File: src/rtl/param_counter_pkg.sv
// rtl/param_counter_pkg.sv - shared constants and terminal-value helper for param_counter
package param_counter_pkg;

   localparam int   MAX_WIDTH = 32;
   localparam logic DIR_UP    = 1'b1;
   localparam logic DIR_DOWN  = 1'b0;

   // Count value at which a step wraps or, in one-shot mode, stops.
   function automatic logic [MAX_WIDTH-1:0] terminal_value(input logic dir,
                                                           input longint unsigned modulo);
      logic [MAX_WIDTH-1:0] t;
      if (dir == DIR_DOWN) t = '0;
      else                 t = MAX_WIDTH'(modulo - 64'd1);
      return t;
   endfunction

endpackage

File: src/rtl/param_counter_prescaler.sv
// rtl/param_counter_prescaler.sv - enable divider: tick on every PRESCALE-th enabled cycle
module counter_prescaler
   import param_counter_pkg::*;
#(
   parameter int PRESCALE = 4
) (
   input  logic clk,
   input  logic rst,
   input  logic en_i,
   input  logic clr_i,
   output logic tick_o
);

   localparam int            PW   = (PRESCALE > 1) ? $clog2(PRESCALE) : 1;
   localparam logic [PW-1:0] LAST = PW'(PRESCALE - 1);

   logic [PW-1:0] phase_q;
   logic [PW-1:0] phase_d;
   logic          at_last;

   assign at_last = (phase_q == LAST);
   assign tick_o  = en_i & at_last;

   always_comb begin
      phase_d = phase_q;
      if (clr_i) begin
         phase_d = '0;
      end else if (en_i) begin
         phase_d = at_last ? '0 : phase_q + 1'b1;
      end
   end

   always_ff @(posedge clk or posedge rst) begin
      if (rst) begin
         phase_q <= '0;
      end else begin
         phase_q <= phase_d;
      end
   end

endmodule

File: src/rtl/param_counter.sv
// rtl/param_counter.sv - modulo up/down counter with clear, load, terminal pulse and one-shot done
// Optional enable prescaler: define PARAM_COUNTER_PRESCALE_EN.
module param_counter
   import param_counter_pkg::*;
#(
   parameter int              WIDTH    = 8,
   parameter longint unsigned MODULO   = 256,
   parameter int              PRESCALE = 4
) (
   input  logic             clk,
   input  logic             rst,
   input  logic             en,
   input  logic             up_dn,
   input  logic             clr,
   input  logic             load,
   input  logic [WIDTH-1:0] load_val,
   input  logic             oneshot,
   output logic [WIDTH-1:0] cnt,
   output logic             tc,
   output logic             done
);

   localparam logic [WIDTH-1:0] MAX_VAL = WIDTH'(MODULO - 64'd1);

   generate
      if (WIDTH < 1 || WIDTH > MAX_WIDTH) begin : g_bad_width
         $error("param_counter: WIDTH out of range");
      end
      if (MODULO < 64'd2 || MODULO > (64'd1 << WIDTH)) begin : g_bad_modulo
         $error("param_counter: MODULO out of range");
      end
      if (PRESCALE < 1) begin : g_bad_prescale
         $error("param_counter: PRESCALE must be at least 1");
      end
   endgenerate

   logic [WIDTH-1:0] cnt_q;
   logic [WIDTH-1:0] cnt_d;
   logic             done_q;
   logic             done_d;
   logic [WIDTH-1:0] term;
   logic [WIDTH-1:0] load_clamped;
   logic             at_term;
   logic             tick;
   logic             step;

   assign term         = WIDTH'(terminal_value(up_dn, MODULO));
   assign at_term      = (cnt_q == term);
   assign load_clamped = (64'(load_val) >= MODULO) ? MAX_VAL : load_val;

`ifdef PARAM_COUNTER_PRESCALE_EN
   // Prescaler is frozen while done so the phase survives until clr/load.
   counter_prescaler #(
      .PRESCALE (PRESCALE)
   ) u_prescaler (
      .clk    (clk),
      .rst    (rst),
      .en_i   (en & ~done_q),
      .clr_i  (clr | load),
      .tick_o (tick)
   );
`else
   assign tick = en;
`endif

   assign step = tick & ~done_q;
   assign tc   = step & at_term & ~clr & ~load & ~rst;

   always_comb begin
      cnt_d  = cnt_q;
      done_d = done_q;
      if (clr) begin
         cnt_d  = '0;
         done_d = 1'b0;
      end else if (load) begin
         cnt_d  = load_clamped;
         done_d = 1'b0;
      end else if (step) begin
         if (!at_term) begin
            cnt_d = (up_dn == DIR_UP) ? cnt_q + 1'b1 : cnt_q - 1'b1;
         end else if (oneshot) begin
            done_d = 1'b1;
         end else begin
            cnt_d = (up_dn == DIR_UP) ? '0 : MAX_VAL;
         end
      end
   end

   always_ff @(posedge clk or posedge rst) begin
      if (rst) begin
         cnt_q  <= '0;
         done_q <= 1'b0;
      end else begin
         cnt_q  <= cnt_d;
         done_q <= done_d;
      end
   end

   assign cnt  = cnt_q;
   assign done = done_q;

endmodule

File: config.mk
export PLATFORM = sky130hd
export DESIGN_NAME = param_counter
export DESIGN_NICKNAME = d
export VERILOG_FILES = /design/src/rtl/param_counter_pkg.sv /design/src/rtl/param_counter_prescaler.sv /design/src/rtl/param_counter.sv
export SDC_FILE = /design/constraint.sdc
export NUM_CORES = 1
export LEC_CHECK = 0
export ABC_CLOCK_PERIOD_IN_PS = 2600
export BUFFER_PORTS_ARGS = -buffer_cell sky130_fd_sc_hd__buf_2
export CAP_MARGIN = 40
export CORE_UTILIZATION = 48
export CTS_CLUSTER_SIZE = 14
export DETAILED_ROUTE_END_ITERATION = 7
export GPL_ROUTABILITY_DRIVEN = 0
export PLACE_DENSITY_LB_ADDON = 0.08
export SLEW_MARGIN = 20
export SYNTH_ARGS = -nofsm -noshare
export SYNTH_HDL_FRONTEND = slang
export SYNTH_SLANG_ARGS = --single-unit
export TNS_END_PERCENT = 1
File: constraint.sdc
create_clock -name clk -period 2.6 [get_ports clk]
set_input_delay 0.13 -clock clk [delete_from_list [all_inputs] [get_ports clk]]
set_output_delay 0.13 -clock clk [all_outputs]
set_load 0.01 [all_outputs]
==> results.md, run 1 <==
* CTS clock-pin slew for the worst setup and hold paths at 0.07 ns
* Slew @ Worst Pin at 0.479 ns
* Worst r2r path cells at 7
* PwrDens at 432 nW/um^2
* Share of cells above drive strength 1 at 0.267
* DIE HEIGHT at 45.1 um
* Static leakage at 0.532 nW
* Hold Path Depth at 3
* Hold Startpoint: load_val[3]
* Crit Path Class: flop to flop
* Critical Path End Type: flop
* Residual DRC at 0
* Slew HR at 0.680
* CTS Sinks at 9
* Via density at 5.71
* Cell count after synthesis at 104
* RSZ-0062 raised after global routing: no
* WP data arrival at 2.44 ns
* CTS tree: done
* Clk buf depth at 2
* Final setup fails at 0
* GRT overflow at 0
* Reg2Reg Capture Point: cnt[5]$_DFFE_PP0P_
* Slowest cell on crit path: a211oi_4
* Die area at 2030 sq um
* Final wirelength at 2280 um
* Setup crit start kind: flop
* Largest net degree at the start of global routing at 18
* Synth warn at 0
* Count leader, synth: nand2_1
* Worst-path cell chain: ha_1 -> nand3_1 -> a211oi_4 -> nand2_1 -> or2b_2 -> o22ai_1 -> a21oi_1
* Area share of the largest cell type after synthesis at 0.253
* Antenna viol nets, final at 0
* Syn_area_per_cell at 8.55 sq um
* Async set-reset flop share out of synthesis at 1.00
* Layout net count at 154
* Clk_skew at 0.00227 ns
* # H-tree levels at 1
* ANT cells at 0
* Endpoints failing hold at 0
* Final period util at 0.865
* Die W at 45.1 um
* Post-synthesis sequential area ratio at 0.253
* 1st-iter DRT viols at 15
* Crit path time final at 2.25 ns
* Main synth FF type: dfrtp_1
* Mapped Nets at 126
* R2R Path Start: cnt[3]$_DFFE_PP0P_
* Core area at 1730 sq um
* Cell area after synthesis at 890 sq um
* EDFF count, synth at 0
* Detailed Routing Iterations Pass 1 at 4
* Yosys top cell by area: dfrtp_1
* Number of global-route vias before repair at 838
* DP Area at 1030 sq um
* Post-detail-place hpwl at 1800 um
* Post-Layout Inst Area at 1060 sq um
* GRT Util Overall at 0.266
* Max Fclk at 0.445 GHz
* Final Hold Slack at 0.0496 ns
* # Max-Cap Violations at 0
* Crit-path max FO at 9
* Commonest cells post-synth: nand2_1 (11), dfrtp_1 (9), nor2_1 (9), ha_1 (6)
* Num CTS Buffers at 3
* Distinct cell type count after synthesis at 38
* Min-Delay Endpoint: cnt[3]$_DFFE_PP0P_
* Seq cells post-synth at 9
* Initial antenna violation count at 0
* CTS root buf: clkbuf_4
* Max rail drop VDD at 325 uV
* Initial cell density of the core at 0.515
* Area occupied by registers at 225 sq um
* Fill count at 173
* Setup TNS at 0 ns
* Routed WL per cell at 14.6 um
* Worst-skew pair later-pin latency at 0.27 ns
* Syn-to-layout area delta at 19.4%
* Reg2reg setup slack at 0.35 ns
* Routed via count at 890
* Number of buffers added on ports at 24
* Area contributors post-synth: dfrtp_1 (25%), ha_1 (8.4%), mux2i_1 (5.6%)
* Status: complete, no violations
* Cell row count at 15
* Area of the multi-input gates at 631 sq um
* CTS resizes at 0
* IO Count at 25
* Worst Hold Class: input pin to flop
* Global-route wire length before repair at 3780 um
* Worst endpoint required time at 2.79 ns
* Max-slew violations at 0
* Crit path largest cell delay at 0.49 ns
## cell type report
type                       count  share of cell area
multi-input combinational     88               0.594
timing repair buffer          25               0.122
clock buffer                   4              0.0247
inverter                       5              0.0177
tap                           25              0.0294
sequential                     9               0.212
## sequential cells by signal (all words and copies together), names as in the netlist
| register | cells |
|---|---|
| cnt | 8 |
| done | 1 |
## worst max path at each step
stage	startpoint	to	slack, ns	cells after the start
after global placement	up_dn	cnt[3]$_DFFE_PP0P_	0.38	9
after global routing	cnt[3]$_DFFE_PP0P_	cnt[5]$_DFFE_PP0P_	0.19	7
final	cnt[3]$_DFFE_PP0P_	cnt[5]$_DFFE_PP0P_	0.35	7
after detailed placement	up_dn	cnt[5]$_DFFE_PP0P_	0.28	9
after CTS	cnt[3]$_DFFE_PP0P_	cnt[5]$_DFFE_PP0P_	0.36	7
after floorplan	cnt[3]$_DFFE_PP0P_	cnt[3]$_DFFE_PP0P_	0.67	7
## metal layers
layer | GRT usage | wire [um]
met1 | 0.361 | 1070
met2 | 0.417 | 1090
met3 | 0.0440 | 77
met4 | 0.115 | 40
met5 | 0 | 0
## cell families after synthesis
logic type / Yosys count / synth area share
buffers and inverters: 7 / 0.0380
AND/OR/NAND/NOR: 45 / 0.259
adder cells (fa/ha/maj): 7 / 0.107
XOR/XNOR: 2 / 0.0197
flip-flops: 9 / 0.253
multiplexers: 6 / 0.0689
AO/OA/AOI/OAI: 28 / 0.255
## power by group
group	internal [W]	leakage [nW]	switching, W
combinational	0.0000793	0.399	0.0000993
sequential	0.000151	0.118	0.0000126
clock	0.0000596	0.0150	0.0000573
## placed cells by master, fill, tap and decap left out, types with 2 or more instances in the layout
cell / netlist / routed
o21a_1: 2 / 2
nor2_1: 9 / 9
o21ai_0: 2 / 2
a21oi_1: 5 / 5
nand3_1: 4 / 4
ha_1: 6 / 6
dfrtp_1: 9 / 9
buf_2: 0 / 24
o22ai_1: 4 / 4
nand2b_1: 2 / 2
xnor2_1: 2 / 2
nand2_1: 11 / 11
and2_1: 4 / 4
inv_1: 5 / 5
nor2b_1: 4 / 4
o31a_1: 2 / 2
clkbuf_4: 0 / 3
nor3_1: 5 / 5
mux2i_1: 5 / 5
a31oi_1: 3 / 3
## stage by stage
stage / utilization / total power (W) / worst slack, ns / instances
finish: 0.615 / 0.000459 / 0.352 / 156
global route: 0.615 / 0.000490 / 0.188 / 156
CTS: 0.615 / 0.000459 / 0.357 / 156
detailed placement: 0.594 / 0.000341 / 0.283 / 151
global placement: 0.594 / 0.000336 / 0.381 / 151
floorplan: - / 0.000290 / 0.671 / 104
## what timing repair did
action | CTS | global route
endpoints found under the hold margin | 9 | 0
setup buffers | 0 | 0
hold buffers | 1 | 0
## critical path, delay by kind of cell (launching register included)
kind,cells,cell delay [ns]
fa+ha+maj,1,0.38
simple gates,3,0.60
flops,1,0.42
compound gates,3,0.76
No activity file was read; power rests on OpenSTA's default activity.
==> run 2, diff against run 1 <==
--- a/config.mk
+++ b/config.mk
@@ -8,7 +8,7 @@
 export ABC_CLOCK_PERIOD_IN_PS = 2600
 export BUFFER_PORTS_ARGS = -buffer_cell sky130_fd_sc_hd__buf_2
 export CAP_MARGIN = 40
-export CORE_UTILIZATION = 48
+export CORE_UTILIZATION = 50
 export CTS_CLUSTER_SIZE = 14
 export DETAILED_ROUTE_END_ITERATION = 7
 export GPL_ROUTABILITY_DRIVEN = 0
==> run 2 against run 1 <==
Non-clock buffer count did not move; final cell count fell by 5.8%; critical path depth did not move; utilization rose by 5.1 points; sequential share of layout area rose by 0.23 points; clock power barely moved; via count fell by 0.79%; die area fell by 3.8%; hold slack improved by 0.014 ns; worst setup slack improved by 0.0077 ns.
==> results.md, run 2 (synthesized netlist as in run 1, its figures left out) <==
* Max-slew violations at 0 (unchanged)
* Detailed Routing Iterations Pass 1 at 4 (unchanged)
* Via density at 6.01 (+5.3%)
* Final period util at 0.862 (-0.00298)
* DIE HEIGHT at 44.2 um (-1.9%)
* R2R Path Start: cnt[3]$_DFFE_PP0P_
* Syn-to-layout area delta at 18.1%
* CP dominant cell by count: nand2_1
* Largest net degree at the start of global routing at 18 (unchanged)
* Cell row count at 14 (-1)
* Total internal power at 0.000289 W (-0.12%)
* Max reg flops at 8 (unchanged)
* CTS Sinks at 9 (unchanged)
* Hold Path Depth at 3 (unchanged)
* Hold Startpoint: load_val[3]
* CTS tree: done
* Die area at 1950 sq um (-3.8%)
* Commonest cells after routing, fill and taps aside: buf_2 (24), nand2_1 (11), nor2_1 (9), dfrtp_1 (9), ha_1 (6)
* CTS clock-pin slew for the worst setup and hold paths at 0.07 ns (about the same)
* # hold bufs at CTS at 1 (unchanged)
* CP startpoint: cnt[3]$_DFFE_PP0P_
* Post-CTS Setup Bufs at 0 (unchanged)
* Core area at 1580 sq um (-8.7%)
* Final Util at 0.667 (+0.0514)
* Switching share of total power at 0.367 (-0.00162)
* Static leakage at 0.532 nW (unchanged)
* Residual DRC at 0 (unchanged)
* Die W at 44.2 um (-1.9%)
* Antenna viol nets, final at 0 (unchanged)
* Worst r2r path cells at 7 (unchanged)
* ANT cells at 0 (unchanged)
* # Max-Cap Violations at 0 (unchanged)
* Seq pwr share at 0.357 (about the same)
* Max rail drop VDD at 321 uV (-1.3%)
* Routed WL per cell at 15.0 um (+3.0%)
* Most common cell after layout, fill and taps aside: buf_2
* RSZ-0062 raised after global routing: no
* IO Count at 25 (unchanged)
* Crit. path cell count at 7 (unchanged)
* GRT overflow at 0 (unchanged)
* Status: complete, no violations
* Number of buffers added on ports at 24 (unchanged)
* Crit-path max FO at 9 (unchanged)
* Worst-path cell chain: ha_1 -> nand3_1 -> a211oi_4 -> nand2_1 -> nand2_1 -> nor3_1 -> o41ai_2
* Sw power at 0.000168 W (-0.82%)
* Clock Power Share at 0.256 (about the same)
* Crit path time final at 2.24 ns (-0.00774 ns)
* Initial antenna violation count at 0 (unchanged)
* Clk_skew at 0.00471 ns (+0.00243 ns)
* CTS root buf: clkbuf_4
* CP top delay family: compound AO/OA/AOI/OAI gates
* Share of cells above drive strength 1 at 0.267 (unchanged)
* Buffers plus inverters on the worst setup path at 0 (unchanged)
* PwrDens at 435 nW/um^2 (+0.69%)
* CTS resizes at 0 (unchanged)
* GRT Util Overall at 0.253 (-0.0136)
* Worst endpoint required time at 2.77 ns (-0.02 ns)
* Worst Hold Class: input pin to flop
* Crit Path Class: flop to flop
* Routed via count at 883 (-0.79%)
* WP data arrival at 2.41 ns (-0.03 ns)
* Setup TNS at 0 ns (unchanged)
* Clk buf depth at 2 (unchanged)
* Number of global-route vias before repair at 785 (-6.3%)
* Final wirelength at 2210 um (-2.9%)
* Slew HR at 0.678 (-0.00125)
* # H-tree levels at 1 (unchanged)
* Initial cell density of the core at 0.564 (+0.0491)
* Slew @ Worst Pin at 0.481 ns (+0.00187 ns)
* Setup crit start kind: flop
* Post-detail-place hpwl at 1710 um (-5.0%)
* Crit path largest cell delay at 0.50 ns (about the same)
* Global-route wire length before repair at 3590 um (-4.9%)
* Final setup fails at 0 (unchanged)
* Endpoints failing hold at 0 (unchanged)
* Max Fclk at 0.446 GHz (+0.35%)
* Worst-skew pair later-pin latency at 0.27 ns (about the same)
* Comb pwr share at 0.388 (about the same)
* Critical Path End Type: flop
* Slowest cell on crit path: a211oi_4
* Layout net count at 154 (unchanged)
* 1st-iter DRT viols at 19 (+4)
* Num CTS Buffers at 3 (unchanged)
==> run 2: cell counts in the layout (fill, tap and decap cells not counted) <==
No cell type changed its count.
==> run 2: area by class of cell <==
class | count | area [sq um]
clock buffer | 4 | 26.3
tap | 16 | 20.0
fill | 146 | 526
timing repair buffer | 25 | 130
sequential | 9 | 225
inverter | 5 | 18.8
multi-input combinational | 88 | 631
==> run 2: worst paths after layout <==
path	endpoint	slack [ns]
max	cnt[3]$_DFFE_PP0P_	0.36
max in group asynchronous	cnt[7]$_DFFE_PP0P_	1.95
min	cnt[3]$_DFFE_PP0P_	0.06
max reg2reg	cnt[3]$_DFFE_PP0P_	0.36
min reg2reg	cnt[2]$_DFFE_PP0P_	0.57
min in group asynchronous	cnt[3]$_DFFE_PP0P_	0.37
==> run 2: power groups by stage <==
stage	registers (W)	clock network, W	logic (W)
after floorplan	0.000168	0	0.000122
after global placement	0.000165	0	0.000171
after detailed placement	0.000165	0	0.000174
after CTS	0.000163	0.000120	0.000176
after global routing	0.000165	0.000123	0.000196
final	0.000163	0.000117	0.000177
==> run 2: metal layers <==
layer	up-vias	wire (um)	track usage
met1	417	1100	0.352
li1	440	-	-
met2	21	1010	0.400
met5	-	0	0
met3	5	66	0.0367
met4	0	34	0.0909
==> run 2: worst reg2reg max path: stages, from the launching register on <==
cell and delay (ns):
dfrtp_1 0.42, ha_1 0.37, nand3_1 0.19, a211oi_4 0.50, nand2_1 0.19, nand2_1 0.12, nor3_1 0.06, o41ai_2 0.29
==> run 2: metrics by stage <==
stage                     total power, W  instances  worst slack, ns  cell area [sq um]  hold slack, ns
final                           0.000457        147            0.360               1050          0.0637
after global routing            0.000483        147            0.218               1050          0.0908
after CTS                       0.000458        147            0.372               1050          0.0563
after detailed placement        0.000340        142            0.297               1010           0.126
after global placement          0.000336        142            0.358               1010           0.113
after floorplan                 0.000290        104            0.671                890         -0.0370
==> run 3, diff against run 2 <==
--- a/config.mk
+++ b/config.mk
@@ -8,10 +8,11 @@
 export ABC_CLOCK_PERIOD_IN_PS = 2600
 export BUFFER_PORTS_ARGS = -buffer_cell sky130_fd_sc_hd__buf_2
 export CAP_MARGIN = 40
-export CORE_UTILIZATION = 50
+export CELL_PAD_IN_SITES_DETAIL_PLACEMENT = 1
+export CELL_PAD_IN_SITES_GLOBAL_PLACEMENT = 1
+export CORE_UTILIZATION = 37
 export CTS_CLUSTER_SIZE = 14
 export DETAILED_ROUTE_END_ITERATION = 7
-export GPL_ROUTABILITY_DRIVEN = 0
 export PLACE_DENSITY_LB_ADDON = 0.08
 export SLEW_MARGIN = 20
 export SYNTH_ARGS = -nofsm -noshare
==> run 3 against run 2 <==
First-iteration DRC count shrank 32%; utilization shrank 19 points; non-clock buffer count is the same; count of clock-buffer cells in the layout is the same; worst setup slack lost 0.052 ns; final cell count grew 8.2%; hold slack lost 0.0020 ns.
==> results.md, run 3 (synthesized netlist as in run 1, its figures left out) <==
* Status: complete, no violations
* Crit-path max FO at 9 (unchanged)
* DIE HEIGHT at 51.0 um (+16%)
* Post-Layout Inst Area at 1070 sq um (+1.4%)
* Crit path time final at 2.29 ns (+0.0523 ns)
* CTS root buf: clkbuf_4
* # Max-Cap Violations at 0 (unchanged)
* Final Worst Setup Slack at 0.307 ns (-0.0523 ns)
* Commonest cells after routing, fill and taps aside: buf_2 (24), nand2_1 (11), nor2_1 (9), dfrtp_1 (9), ha_1 (6)
* Via density at 5.68 (-5.5%)
* CTS tree: done
* Post-detail-place hpwl at 2080 um (+22%)
* Number of buffers added on ports at 24 (unchanged)
* Most common cell after layout, fill and taps aside: buf_2
* GRT Util Overall at 0.236 (-0.0170)
* CTS clock-pin slew for the worst setup and hold paths at 0.07 ns (about the same)
* Clk_skew at 0.00577 ns (+0.00106 ns)
* GRT overflow at 0 (unchanged)
* Final wirelength at 2590 um (+17%)
* Final period util at 0.882 (+0.0201)
* DP Area at 1030 sq um (+1.5%)
* RD Place Congestion at 0.818
* Placed cell count at 154 (+8.5%)
* Antenna viol nets, final at 0 (unchanged)
* Setup crit start kind: flop
* Initial cell density of the core at 0.398 (-0.166)
* WP data arrival at 2.46 ns (+0.05 ns)
* Slew @ Worst Pin at 0.481 ns (-0.000265 ns)
* Static leakage at 0.532 nW (unchanged)
* Max reg flops at 8 (unchanged)
* Core area at 2230 sq um (+42%)
* Detailed Routing Iterations Pass 1 at 4 (unchanged)
* Pre-CTS setup slack at 0.225 ns (-0.0713 ns)
* Global-route wire length before repair at 4480 um (+25%)
* Endpoints failing hold at 0 (unchanged)
* Setup TNS at 0 ns (unchanged)
* Die W at 51.0 um (+16%)
* Cell row count at 17 (+3)
* IO Count at 25 (unchanged)
* Share of cells above drive strength 1 at 0.267 (unchanged)
* Clk buf depth at 2 (unchanged)
* Critical Path End Type: flop
* Crit Path Class: flop to flop
* Max-slew violations at 0 (unchanged)
* Max Fclk at 0.436 GHz (-2.3%)
* Number of global-route vias before repair at 945 (+20%)
* PwrDens at 432 nW/um^2 (-0.60%)
* Initial antenna violation count at 0 (unchanged)
* Syn-to-layout area delta at 19.8%
* Die area at 2600 sq um (+33%)
* Largest net degree at the start of global routing at 18 (unchanged)
* CTS Sinks at 9 (unchanged)
* Max rail drop VDD at 291 uV (-9.2%)
* Worst Hold Class: input pin to flop
* # H-tree levels at 1 (unchanged)
* Layout net count at 154 (unchanged)
* Final cell count without fillers at 159 (+8.2%)
* Slew HR at 0.678 (about the same)
* Num CTS Buffers at 3 (unchanged)
* Final Hold Slack at 0.0617 ns (-0.00202 ns)
* Residual DRC at 0 (unchanged)
* ANT cells at 0 (unchanged)
* 1st-iter DRT viols at 13 (-6)
* Worst-skew pair later-pin latency at 0.27 ns (about the same)
* Routed WL per cell at 16.3 um (+8.5%)
* Final setup fails at 0 (unchanged)
* Routed via count at 903 (+2.3%)
* RSZ-0062 raised after global routing: no
* Worst endpoint required time at 2.77 ns (about the same)
[run 3: cell counts in the layout (fill, tap and decap cells not counted)]
No cell type changed its count.
[run 3: layout make-up]
type,instances,area [sq um]
inverter,5,18.8
sequential,9,225
multi-input combinational,88,631
fill,288,1170
timing repair buffer,25,130
tap,28,35.0
clock buffer,4,26.3
[run 3: path summary, 6_finish.rpt]
kind,from,endpoint,slack [ns],cells after the start
worst max-delay path,cnt[3]$_DFFE_PP0P_,cnt[3]$_DFFE_PP0P_,0.31,7
worst min-delay path,load_val[3],cnt[3]$_DFFE_PP0P_,0.06,3
max in group asynchronous,rst,cnt[6]$_DFFE_PP0P_,1.93,3
min in group asynchronous,rst,cnt[3]$_DFFE_PP0P_,0.39,3
worst min register to register,cnt[5]$_DFFE_PP0P_,cnt[5]$_DFFE_PP0P_,0.56,2
worst max register to register,cnt[3]$_DFFE_PP0P_,cnt[3]$_DFFE_PP0P_,0.31,7
[run 3: routing by layer]
| layer | track usage | wire length (um) |
|---|---|---|
| met3 | 0.0446 | 79 |
| met4 | 0.116 | 85 |
| met2 | 0.364 | 1200 |
| met5 | 0 | 0 |
| met1 | 0.312 | 1230 |
[run 3: what timing repair did]
| item | in CTS | in global routing |
|---|---|---|
| setup buffers | 0 | 0 |
| hold buffers | 1 | 0 |
| hold endpoints to repair | 9 | 0 |
| gates resized for setup | 0 | 0 |
[run 3: power breakdown]
part	switching, W	total, W	internal [W]
Combinational	0.000102	0.000182	0.0000796
Clock	0.0000563	0.000116	0.0000593
Sequential	0.0000126	0.000163	0.000151
[run 3: worst max-delay path, cell delays in order, from the launching register on]
cell	delay, ns
dfrtp_1	0.43
ha_1	0.38
nand3_1	0.19
a211oi_4	0.50
nand2_1	0.20
nand2_1	0.14
nor3_1	0.07
o41ai_2	0.28
[run 3: stage by stage]
| step | power, W | util |
|---|---|---|
| finish | 0.000461 | 0.477 |
| global route | 0.000497 | 0.477 |
| CTS | 0.000465 | 0.477 |
| detailed placement | 0.000346 | 0.461 |
| global placement | 0.000340 | 0.461 |
| floorplan | 0.000290 | - |
